--- src/rtl/gpio_in_filter_pkg.sv ---
// Shared io constants for the GPIO input path: channel count, debounce defaults,
// register indices and bus direction encoding.
package gpio_in_filter_pkg;

  localparam int GPIO_CH = 8;
  localparam int DB_CNT_W = 16;
  localparam logic [15:0] DB_LIMIT_RST = 16'd1000;

  typedef enum logic [1:0] {
    REG_DB_LIMIT = 2'd0,
    REG_RISE_EN  = 2'd1,
    REG_FALL_EN  = 2'd2,
    REG_IRQ_STAT = 2'd3
  } reg_addr_e;

  typedef enum logic {
    BUS_WRITE = 1'b0,
    BUS_READ  = 1'b1
  } bus_dir_e;

endpackage

--- src/rtl/gpio_in_filter_if.sv ---
// Strobed register bus between a CPU-side master and the GPIO input filter.
interface gpio_in_filter_if;
  import gpio_in_filter_pkg::*;

  logic        cs_;
  logic        as_;
  logic        rw;
  logic [1:0]  addr;
  logic [31:0] wr_data;
  logic [31:0] rd_data;
  logic        rdy_;

  modport master (output cs_, as_, rw, addr, wr_data, input rd_data, rdy_);
  modport slave  (input cs_, as_, rw, addr, wr_data, output rd_data, rdy_);

endinterface

--- src/rtl/gpio_in_filter_db_chan.sv ---
// One debounced GPIO input: 2-flop synchronizer, saturating mismatch counter, level.
module gpio_db_chan
  import gpio_in_filter_pkg::*;
#(
  parameter int CNT_W = DB_CNT_W
) (
  input  logic             clk,
  input  logic             reset,
  input  logic             pin,
  input  logic [CNT_W-1:0] limit,
  output logic             level,
  output logic             rise,
  output logic             fall
);

  logic [1:0]       sync_q;
  logic [CNT_W-1:0] count;
  logic             expire;

  // rise/fall flag the same edge on which level is about to change
  assign expire = (sync_q[1] != level) && (count >= limit);
  assign rise   = expire && sync_q[1];
  assign fall   = expire && !sync_q[1];

  always_ff @(posedge clk or negedge reset) begin
    if (!reset) begin
      sync_q <= 2'b00;
      count  <= '0;
      level  <= 1'b0;
    end else begin
      sync_q <= {sync_q[0], pin};
      if (sync_q[1] == level) begin
        count <= '0;
      end else if (expire) begin
        level <= sync_q[1];
        count <= '0;
      end else begin
        count <= count + CNT_W'(1);
      end
    end
  end

endmodule

--- src/rtl/gpio_in_filter.sv ---
// GPIO input debounce filter with edge-interrupt status, behind a strobed register bus.
module gpio_in_filter
  import gpio_in_filter_pkg::*;
#(
  parameter int CH = GPIO_CH,
  parameter int CNT_W = DB_CNT_W,
  parameter logic [CNT_W-1:0] DB_RST = CNT_W'(DB_LIMIT_RST)
) (
  input  logic            clk,
  input  logic            reset,
  gpio_in_filter_if.slave bus,
  input  logic [CH-1:0]   pin_in,
  output logic [CH-1:0]   gpio_in,
  output logic            irq
);

  logic [CNT_W-1:0] db_limit;
  logic [CH-1:0]    rise_en, fall_en, irq_stat;
  logic [CH-1:0]    rise, fall, set_mask, clr_mask;
  logic             access, wr_en, rd_en;
  logic [31:0]      rd_mux;
  logic             unused_wr_data;

  assign access         = !bus.cs_ && !bus.as_;
  assign wr_en          = access && (bus.rw == BUS_WRITE);
  assign rd_en          = access && (bus.rw == BUS_READ);
  assign unused_wr_data = ^bus.wr_data;

  genvar i;
  generate
    for (i = 0; i < CH; i++) begin : g_chan
      gpio_db_chan #(.CNT_W(CNT_W)) u_chan (
        .clk   (clk),
        .reset (reset),
        .pin   (pin_in[i]),
        .limit (db_limit),
        .level (gpio_in[i]),
        .rise  (rise[i]),
        .fall  (fall[i])
      );
    end
  endgenerate

  // A new edge event outranks a simultaneous software clear of the same bit
  assign set_mask = (rise & rise_en) | (fall & fall_en);
  assign clr_mask = (wr_en && bus.addr == REG_IRQ_STAT) ? bus.wr_data[CH-1:0] : '0;

  always_comb begin
    rd_mux = '0;
    case (bus.addr)
      REG_DB_LIMIT: rd_mux = 32'(db_limit);
      REG_RISE_EN:  rd_mux = 32'(rise_en);
      REG_FALL_EN:  rd_mux = 32'(fall_en);
      REG_IRQ_STAT: rd_mux = 32'(irq_stat);
      default:      rd_mux = '0;
    endcase
  end

  always_ff @(posedge clk or negedge reset) begin
    if (!reset) begin
      db_limit    <= DB_RST;
      rise_en     <= '0;
      fall_en     <= '0;
      irq_stat    <= '0;
      irq         <= 1'b0;
      bus.rd_data <= '0;
      bus.rdy_    <= 1'b1;
    end else begin
      if (wr_en) begin
        case (bus.addr)
          REG_DB_LIMIT: db_limit <= bus.wr_data[CNT_W-1:0];
          REG_RISE_EN:  rise_en  <= bus.wr_data[CH-1:0];
          REG_FALL_EN:  fall_en  <= bus.wr_data[CH-1:0];
          default:      ;
        endcase
      end
      irq_stat    <= (irq_stat & ~clr_mask) | set_mask;
      irq         <= |irq_stat;
      bus.rdy_    <= !access;
      bus.rd_data <= rd_en ? rd_mux : '0;
    end
  end

endmodule
--- src/flat_wrapper.sv ---
// flat-port wrapper written by rule: the top's interface ports become plain ports
module gpio_in_filter_flat import gpio_in_filter_pkg::*;
#(
  parameter int CH = GPIO_CH,
  parameter int CNT_W = DB_CNT_W,
  parameter logic [CNT_W-1:0] DB_RST = CNT_W'(DB_LIMIT_RST)
)
  (clk, reset, pin_in, gpio_in, irq, bus_cs_, bus_as_, bus_rw, bus_addr, bus_wr_data, bus_rd_data, bus_rdy_);
  gpio_in_filter_if bus_i ();
  input  logic clk;
  input  logic reset;
  input  logic [CH-1:0] pin_in;
  output logic [CH-1:0] gpio_in;
  output logic irq;
  input wire logic [$bits(bus_i.cs_)-1:0] bus_cs_;
  input wire logic [$bits(bus_i.as_)-1:0] bus_as_;
  input wire logic [$bits(bus_i.rw)-1:0] bus_rw;
  input wire logic [$bits(bus_i.addr)-1:0] bus_addr;
  input wire logic [$bits(bus_i.wr_data)-1:0] bus_wr_data;
  output wire logic [$bits(bus_i.rd_data)-1:0] bus_rd_data;
  output wire logic [$bits(bus_i.rdy_)-1:0] bus_rdy_;
  assign bus_i.cs_ = bus_cs_;
  assign bus_i.as_ = bus_as_;
  assign bus_i.rw = bus_rw;
  assign bus_i.addr = bus_addr;
  assign bus_i.wr_data = bus_wr_data;
  assign bus_rd_data = bus_i.rd_data;
  assign bus_rdy_ = bus_i.rdy_;
  gpio_in_filter #(.CH(CH), .CNT_W(CNT_W), .DB_RST(DB_RST)) u_core (.clk(clk), .reset(reset), .bus(bus_i), .pin_in(pin_in), .gpio_in(gpio_in), .irq(irq));
endmodule
--- config.mk ---
export PLATFORM = sky130hd
export DESIGN_NAME = gpio_in_filter_flat
export DESIGN_NICKNAME = d
export VERILOG_FILES = /design/src/rtl/gpio_in_filter_pkg.sv /design/src/rtl/gpio_in_filter_if.sv /design/src/rtl/gpio_in_filter_db_chan.sv /design/src/rtl/gpio_in_filter.sv /design/src/flat_wrapper.sv
export SDC_FILE = /design/constraint.sdc
export NUM_CORES = 1
export LEC_CHECK = 0
export ABC_CLOCK_PERIOD_IN_PS = 2600
export CORE_UTILIZATION = 45
export CTS_CLUSTER_SIZE = 10
export DETAILED_ROUTE_END_ITERATION = 7
export HOLD_SLACK_MARGIN = 0.06
export PLACE_DENSITY_LB_ADDON = 0.08
export SLEW_MARGIN = 30
export SYNTH_ARGS = -nofsm -noshare
export SYNTH_HDL_FRONTEND = slang
export SYNTH_SLANG_ARGS = --single-unit
--- constraint.sdc ---
create_clock -name clk -period 2.6 [get_ports clk]
set_input_delay 0.65 -clock clk [delete_from_list [all_inputs] [get_ports clk]]
set_output_delay 0.65 -clock clk [all_outputs]
set_load 0.01 [all_outputs]
After elaboration in Yosys (flattened, before gate mapping)
Cells that the tools add are included.
{"block": "totals", "n_memories": 0, "latchBits": 0, "regBits": 226, "mem_bits_ro": 0, "input_bits": 47, "ramBits": 0}
{"block": "op_classes", "n_mul": 0, "reduce_logical": 52, "bitwise": 15, "mux": 19, "shifts": 0, "add_sub_neg": 8, "n_div": 0, "eq_ne": 19, "magnitude_cmp": 8}
{"operator": "$mux W16", "count": 16}
{"operator": "$add A16 B1 Y16 const B", "count": 8}
{"operator": "$ge A16 B16 Y1", "count": 8}
{"operator": "$pmux W32 S4", "count": 1}
{"operator": "$mux W32", "count": 1}
{"operator": "$logic_and A1 B1 Y1", "count": 28}
{"operator": "$and A8 B8 Y8", "count": 3}
{"operator": "$reduce_and A2 Y1", "count": 11}
{"operator": "$or A8 B8 Y8", "count": 2}
{"operator": "$logic_not A1 Y1", "count": 11}
{"operator": "$not A1 Y1", "count": 9}
{"operator": "$eq A1 B1 Y1", "count": 8}
{"operator": "$mux W8", "count": 1}
{"operator": "$ne A1 B1 Y1", "count": 8}
{"operator": "$not A8 Y8", "count": 1}
{"operator": "$reduce_or A8 Y1", "count": 1}
{"operator": "$eq A2 B2 Y1 const B", "count": 2}
{"operator": "$eq A2 B1 Y1 const B", "count": 1}
{"operator": "$logic_not A2 Y1", "count": 1}

Logic depth before layout (Yosys ltp)
Gate-level depths: netlist of run 1.
{"block": "logic_depth", "ltp_word": 8, "ltp_mapped": 10}

By module
Synthesis of run 1 repeated with hierarchy kept, for this count alone.
{"block": "unflattened", "cells_unflattened": 1253, "hier_area_um2": 12665.9}
{"mod": "gpio_db_chan", "seq_area_each_um2": 475.5, "area_each_um2": 1267.5, "n_inst": 8, "cells_per_inst": 134}
{"mod": "gpio_in_filter", "seq_area_each_um2": 1460.2, "area_each_um2": 2526.2, "n_inst": 1, "cells_per_inst": 181}

Worst setup path before layout of run 1
Ideal clock, no wire load.
{"block": "synth_path", "kind": "register -> register", "startpoint": "reg u_core.db_limit[9]", "endpoint": "reg u_core.g_chan[1].u_chan.count[7]", "synth_period_minus_slack_ps": 2517, "slack_ps": 83, "required_ps": 2481, "stages_incl_launch_ff": 11, "setup_time_ps": 119, "arrival_time_ps": 2398, "cell_sequence": "dfstp_2 -> inv_1 -> ha_1 -> nand4_1 -> or4_1 -> or4_1 -> nand3_1 -> nand2b_1 -> buf_6 -> buf_8 -> nor2_1"}
{"block": "synth_between", "elab_chain_len": 4}
{"item": "start, declared", "line_no": "gpio_in_filter.sv:17", "source": "logic [CNT_W-1:0] db_limit;"}
{"item": "start signal, assigned", "line_no": "gpio_in_filter.sv:71", "source": "REG_DB_LIMIT: db_limit <= bus.wr_data[CNT_W-1:0];"}
{"item": "$ge A16 B16 Y1", "line_no": "gpio_in_filter_db_chan.sv:21", "source": "assign expire = (sync_q[1] != level) && (count >= limit);"}
{"item": "$logic_and A1 B1 Y1", "line_no": "gpio_in_filter_db_chan.sv:21"}
{"item": "$mux W16", "line_no": "gpio_in_filter_db_chan.sv:34", "source": "end else if (expire) begin"}
{"item": "$mux W16", "line_no": "gpio_in_filter_db_chan.sv:32", "source": "if (sync_q[1] == level) begin"}
{"item": "end signal, assigned", "line_no": "gpio_in_filter_db_chan.sv:38", "source": "count <= count + CNT_W'(1);"}
{"item": "end, declared", "line_no": "gpio_in_filter_db_chan.sv:17", "source": "logic [CNT_W-1:0] count;"}
No other way between the ends.
A chain may end at the register's enable or synchronous reset.

Final worst setup path of run 1
{"block": "layout_path", "startpoint": "reg u_core.db_limit[11]", "endpoint": "reg u_core.g_chan[1].u_chan.level"}
{"block": "layout_between", "elab_chain_len": 3}
{"item": "$ge A16 B16 Y1", "line_no": "gpio_in_filter_db_chan.sv:21"}
{"item": "$logic_and A1 B1 Y1", "line_no": "gpio_in_filter_db_chan.sv:21"}
{"item": "$reduce_and A2 Y1 (no line)"}
{"item": "end signal, assigned", "line_no": "gpio_in_filter_db_chan.sv:35", "source": "level <= sync_q[1];"}
{"item": "end, declared", "line_no": "gpio_in_filter_db_chan.sv:11", "source": "output logic level,"}
No other way between the ends.

==> impl_metrics.toml, run 1 <==
[setup_path]
crit_buf_inv = 1
path_class = "flip-flop to flip-flop"
start_kind = "flip-flop"
crit_arrival_ps = 3080
crit_family = "simple AND/OR/NAND/NOR gates"
critPathMaxFanout = 4
critPathMaxStageDelay_ps = 560
crit_chain = "clkinvlp_4, ha_1, nand4_1, or4_1, or4_4, nand3_4, mux2_2"
crit_path_end_kind = "flip-flop"
crit_slowest_cell = "or4_1"
cp.required_ps = 3000

[place]
pre_cts_slack_ps = -51.8
place_inst = 1569
dpl.hpwl_um = 21300
routabilityCongestion = 0.830
port_buffers = 56

[yosys]
syn_avg_cell_area_um2 = 10.3
yosys-top-cells-area = "dfrtp_1 (43%), ha_1 (14%), nor2_1 (5.6%)"
synth_cells = 1148
synth_top_area_share_pct = 43.0
synth_area_um2 = 11800
ys_seq_area_share_pct = 44.6
synth_edf_count = 0
ys_async_sr_fraction_pct = 100
yosysWarnings = 0
ys_types = 49
synth_top_area_cell = "dfrtp_1"
ys.flop_type = "dfrtp_1"
synth_seq_cells = 210

[floorplanning]
ios = 89
rows = 58
dieArea_um2 = 26900
initial_core_util_pct = 46.3
fp.dieW_um = 164
core_um2 = 25500
die_h_um = 164

[global_routing]
gr-usage-all-layers_pct = 22.4
grt_pass1_vias = 8476
grt_antenna_before_repair = 2
grt-ovfl-total = 0
grt_pass1_wl_um = 46200
grt_max_degree = 71

[finish]
syn_to_final_growth_pct = 20.6
final_cell_mix = "dfrtp_1 (203), nor2_1 (161), ha_1 (134)"
layout.nets = 1456
final_common_cell = "dfrtp_1"
drive_gt1_share_pct = 15.2
stdcell_count = 1617
antenna_cells = 0

[clock_tree]
root_buffer = "clkbuf_16"
h-tree-depth = 1
clock_latency_ps = 530
cts_hold_buf = 0
clock_sinks = 210
cts-buffers-inserted = 26
clk_pin_slew_worst_paths_ps = 50
cts_tree = "built"
clockBufferDepth = 3

[sta]
finalSetupViolCount = 35
slew_viol_final = 0
worst_pin_slew_ps = 609
max_slew_margin_pct = 59.4
grt_setup_unrepaired = "yes"
fmax_mhz = 373
hold_viol = 0
final.setup.worst_slack_ps = -81.3
post-route-min-period_ps = 2680
fin_crit_sh_pct = 103
fin_tns_setup_ps = -1360
finalClockSkew_ps = 12.9
holdWs_ps = 86.0

[route]
drc = 0
drtPass1Iterations = 4
vias = 8536
via_per_inst = 5.28
antenna_left = 0
drt_iter0_drc = 531
wl_per_cell_um = 18.1
wl_um = 29200

[run_status]
status = "complete, but fails checks"
violations = "negative setup slack"

[pwr]
power_density_nw_per_um2 = 753
power.leakage_uw = 0.00657
worst_ir_drop_vdd_uv = 625
p_total_uw = 10700

[hold_path]
hold_path_class = "primary input to async pin"

[run]
cap_violations = 0
[layer usage]
metal  track usage, %  routed length [µm]  vias up
met5                0                  28        -
met2             36.1               13500      121
li1                 -                   -     4228
met4             7.41                 920        4
met3             2.93                 950       63
met1             31.3               13900     4120
[final cells by class]
class	count	area (µm²)
fillers	2210	11200
multi-input cells	870	6320
flip-flops and latches	210	5260
repair buffers	126	1290
clock buffers	39	751
well taps	330	413
inverters	39	154
clock inverters	3	40.0
[logic make-up after synthesis]
kind of cell | after synthesis | share of synthesized area (%)
flip-flops | 210 | 44.6
AO/OA/AOI/OAI | 108 | 5.77
AND/OR/NAND/NOR | 443 | 17.4
XOR/XNOR | 119 | 8.83
multiplexers | 48 | 5.34
other | 1 | 0.0318
adder cells (fa/ha/maj) | 136 | 14.4
buffers and inverters | 83 | 3.59
[worst paths after layout]
| check | to | cells past startpoint | slack, ps | from |
|---|---|---|---|---|
| max | u_core.g_chan[1].u_chan.level$_DFFE_PN0P_ | 7 | -80 | u_core.db_limit[11]$_DFFE_PN0P_ |
| min in group clk | u_core.g_chan[5].u_chan.sync_q[1]$_DFF_PN0_ | 0 | 350 | u_core.g_chan[5].u_chan.sync_q[0]$_DFF_PN0_ |
| max reg2reg | u_core.g_chan[1].u_chan.level$_DFFE_PN0P_ | 7 | -80 | u_core.db_limit[11]$_DFFE_PN0P_ |
| max in group asynchronous | u_core.db_limit[7]$_DFFE_PN1P_ | 2 | 1730 | reset |
| min reg2reg | u_core.g_chan[5].u_chan.sync_q[1]$_DFF_PN0_ | 0 | 350 | u_core.g_chan[5].u_chan.sync_q[0]$_DFF_PN0_ |
| min | u_core.g_chan[3].u_chan.count[13]$_DFF_PN0_ | 1 | 90 | reset |
[state kept, by name, summed over array words and instances (netlist names), 8 cells and up]
register / cells
u_core.rise_en: 8
u_core.g_chan.u_chan.level: 8
u_core.bus.rd_data: 16
u_core.db_limit: 16
u_core.fall_en: 8
u_core.irq_stat: 8
u_core.g_chan.u_chan.count: 128
u_core.g_chan.u_chan.sync_q: 16
[report_power, final]
group / internal, µW / switching [µW] / total [µW]
clock network: 2060 / 1330 / 3390
registers: 3670 / 439 / 4110
logic: 1500 / 1710 / 3210
total: 7230 / 3480 / 10700
[cell usage after synthesis (all sizes together) (2+ instances only)]
library cell,count
a2111oi,4
a211oi,10
a21oi,35
a221oi,3
a22o,7
and2,5
and3,34
buf,29
clkbuf,15
dfrtp,203
dfstp,7
ha,136
inv,39
mux2,40
mux4,8
nand2,80
nand2b,10
nand3,62
nand3b,9
nand4,27
nor2,175
nor2b,2
nor3,16
nor4,13
o211ai,6
o21a,2
o21ai,29
o21bai,2
o31ai,2
or3,3
or4,4
xnor2,48
xor2,71
[stage by stage]
stage	cell area, µm²	utilization [%]
floorplan	11900	-
detailed placement	13200	51.8
finish	14200	55.9
global route	14200	55.9
CTS	14100	55.3
global placement	13200	51.8
[what timing repair did]
| item | CTS | global route |
|---|---|---|
| buffers inserted | 3 | 2 |
| pin swaps | 2 | 12 |
| setup endpoints to repair | 51 | 86 |
| gates resized for setup | 12 | 26 |
| cloned | 0 | 1 |
Note: power is estimated with default switching activity, not from simulation.
==> run 2, diff against run 1 <==
- CTS_BUF_LIST: not set -> sky130_fd_sc_hd__clkbuf_4 sky130_fd_sc_hd__clkbuf_8
==> run 2 against run 1 <==
Global-route usage increased by 0.19 points; the flow still finishes with violations (negative setup slack); critical path depth is 3 higher; critical endpoint is now u_core.g_chan[1].u_chan.count[0]$_DFF_PN0_; cell count increased by 1.5%; fmax increased by 0.68%; routed wire length increased by 1.6%.
==> impl_metrics.toml, run 2 (synthesis results as in run 1) <==
[sta]
hold_viol = 0
fin_crit_sh_pct = 102
worst_pin_slew_ps = 616
post-route-min-period_ps = 2660
final.setup.worst_slack_ps = -63.2
finalClockSkew_ps = 23.1
slew_viol_final = 0
finalSetupViolCount = 33
fmax_mhz = 375
grt_setup_unrepaired = "yes"
max_slew_margin_pct = 58.9

[pwr]
power.leakage_uw = 0.00664
worst_ir_drop_vdd_uv = 430
p_comb_share_pct = 30.6
internal_power_uw = 7190
p_clk_share_pct = 31.2
pwr-share-seq_pct = 38.2
power_switching_uw = 3570
power_density_nw_per_um2 = 753
switching_share_pct = 33.2

[global_routing]
grt_use_met1_pct = 31.2
use_met2_pct = 35.6
gr-usage-all-layers_pct = 22.6
met3_usage_pct = 3.96
grt-ovfl-total = 0
grt_pass1_vias = 8549
grt-busiest-layer = "met2"
grt_max_degree = 71
grt_pass1_wl_um = 46300
grt_antenna_before_repair = 2

[clock_tree]
cts-buffers-inserted = 39
clockBufferDepth = 3
h-tree-depth = 2
clock_sinks = 210
cts_hold_buf = 0
root_buffer = "clkbuf_8"
clk_pin_slew_worst_paths_ps = 60
cts_tree = "built"
clock_latency_ps = 550

[finish]
antenna_cells = 0
fillers = 2220
multi_input_area_um2 = 6320
final_common_cell = "dfrtp_1"
top_register = "u_core.g_chan.u_chan.count"
final_cell_mix = "dfrtp_1 (203), nor2_1 (160), ha_1 (135)"
drive_gt1_share_pct = 17.3
layout.nets = 1471
largest_reg_flops = 128
fin_util_pct = 56.1
syn_to_final_growth_pct = 21.0
seqCellArea_um2 = 5260

[route]
wl_um = 29700
drtPass1Iterations = 5
drt_iter0_drc = 473
drc = 0
wl_per_cell_um = 18.1
vias = 8703
via_per_inst = 5.30
antenna_left = 0

[setup_path]
crit_arrival_ps = 3080
path_class = "flip-flop to flip-flop"
cp.required_ps = 3020
critPathMaxFanout = 5
start_kind = "flip-flop"
crit_path_end_kind = "flip-flop"

[place]
dpl.hpwl_um = 21300
pre_cts_slack_ps = -51.8
port_buffers = 56
routabilityCongestion = 0.830

[floorplanning]
ios = 89
fp.dieW_um = 164
die_h_um = 164
dieArea_um2 = 26900
rows = 58
core_um2 = 25500
initial_core_util_pct = 46.3

[hold_path]
hold_path_class = "primary input to async pin"

[run_status]
status = "complete, but fails checks"
violations = "negative setup slack"

[run]
cap_violations = 0
## run 2: changes by cell type in the layout (fill, tap and decap cells not counted), moves of 2 or more
| cell | before | now |
|---|---|---|
| clkbuf_8 | 3 | 49 |
| buf_6 | 2 | 4 |
| clkbuf_16 | 28 | 3 |
| buf_12 | 14 | 12 |
| clkbuf_4 | 0 | 14 |
| buf_4 | 53 | 51 |
| clkbuf_1 | 9 | 0 |
## run 2: through the flow
| stage | cells | power (µW) | hold WS, ps | TNS (ps) | instance area (µm²) |
|---|---|---|---|---|---|
| 3_3_place_gp | 1569 | 7150 | 335 | -594 | 13200 |
| 3_5_place_dp | 1569 | 7200 | 336 | -1200 | 13200 |
| 2_1_floorplan | 1163 | 5820 | 331 | 0 | 11900 |
| 6_report | 1642 | 10800 | 72.9 | -1390 | 14300 |
| 4_1_cts | 1634 | 10600 | 97.3 | -2530 | 14000 |
| 5_1_grt | 1642 | 11400 | 107 | -5770 | 14300 |
## run 2: cell type report
cell class,instances,area share (%)
Sequential cell,210,36.8
Tap cell,330,2.89
Clock inverter,2,0.245
Timing Repair Buffer,127,9.27
Inverter,39,1.05
Clock buffer,63,5.46
Multi-Input combinational cell,871,44.2
## run 2: final timing paths
| kind | slack (ps) | end | cells after the start | start |
|---|---|---|---|---|
| max in group asynchronous | 1720 | u_core.db_limit[7]$_DFFE_PN1P_ | 2 | reset |
| hold / removal | 70 | u_core.g_chan[1].u_chan.count[11]$_DFF_PN0_ | 1 | reset |
| min in group clk | 340 | u_core.g_chan[5].u_chan.sync_q[1]$_DFF_PN0_ | 0 | u_core.g_chan[5].u_chan.sync_q[0]$_DFF_PN0_ |
| setup reg to reg | -60 | u_core.g_chan[1].u_chan.count[0]$_DFF_PN0_ | 10 | u_core.db_limit[8]$_DFFE_PN1P_ |
| setup / recovery | -60 | u_core.g_chan[1].u_chan.count[0]$_DFF_PN0_ | 10 | u_core.db_limit[8]$_DFFE_PN1P_ |
| hold reg to reg | 340 | u_core.g_chan[5].u_chan.sync_q[1]$_DFF_PN0_ | 0 | u_core.g_chan[5].u_chan.sync_q[0]$_DFF_PN0_ |
## run 2: power by group through the flow
stage               sequential (µW)  clock, µW  combinational, µW
floorplan                      4010          0               1810
global placement               4150          0               2990
detailed placement             4160          0               3040
CTS                            4110       3440               3090
global route                   4170       3570               3650
finish                         4110       3360               3290
## run 2: per-layer routing
| layer | up-vias | part of all wire, % |
|---|---|---|
| met1 | 4190 | 47 |
| met5 | - | 0.094 |
| met3 | 69 | 4.0 |
| li1 | 4279 | - |
| met2 | 161 | 45 |
| met4 | 4 | 3.2 |
## run 2: critical path, cell delays in order, from the launching register on
cell,delay (ps)
dfstp_2,550
clkinvlp_4,90
buf_6,140
ha_4,260
nand4_1,80
or4_1,540
or4_4,450
nand3_4,90
nand2b_4,170
clkbuf_16,150
nor2_2,30
## run 2: repair_timing
| action | CTS | global route |
|---|---|---|
| endpoints found under the setup margin | 39 | 105 |
| pin swaps | 0 | 15 |
| resized for setup | 6 | 38 |
| setup buffers | 0 | 5 |
| cloned | 0 | 4 |
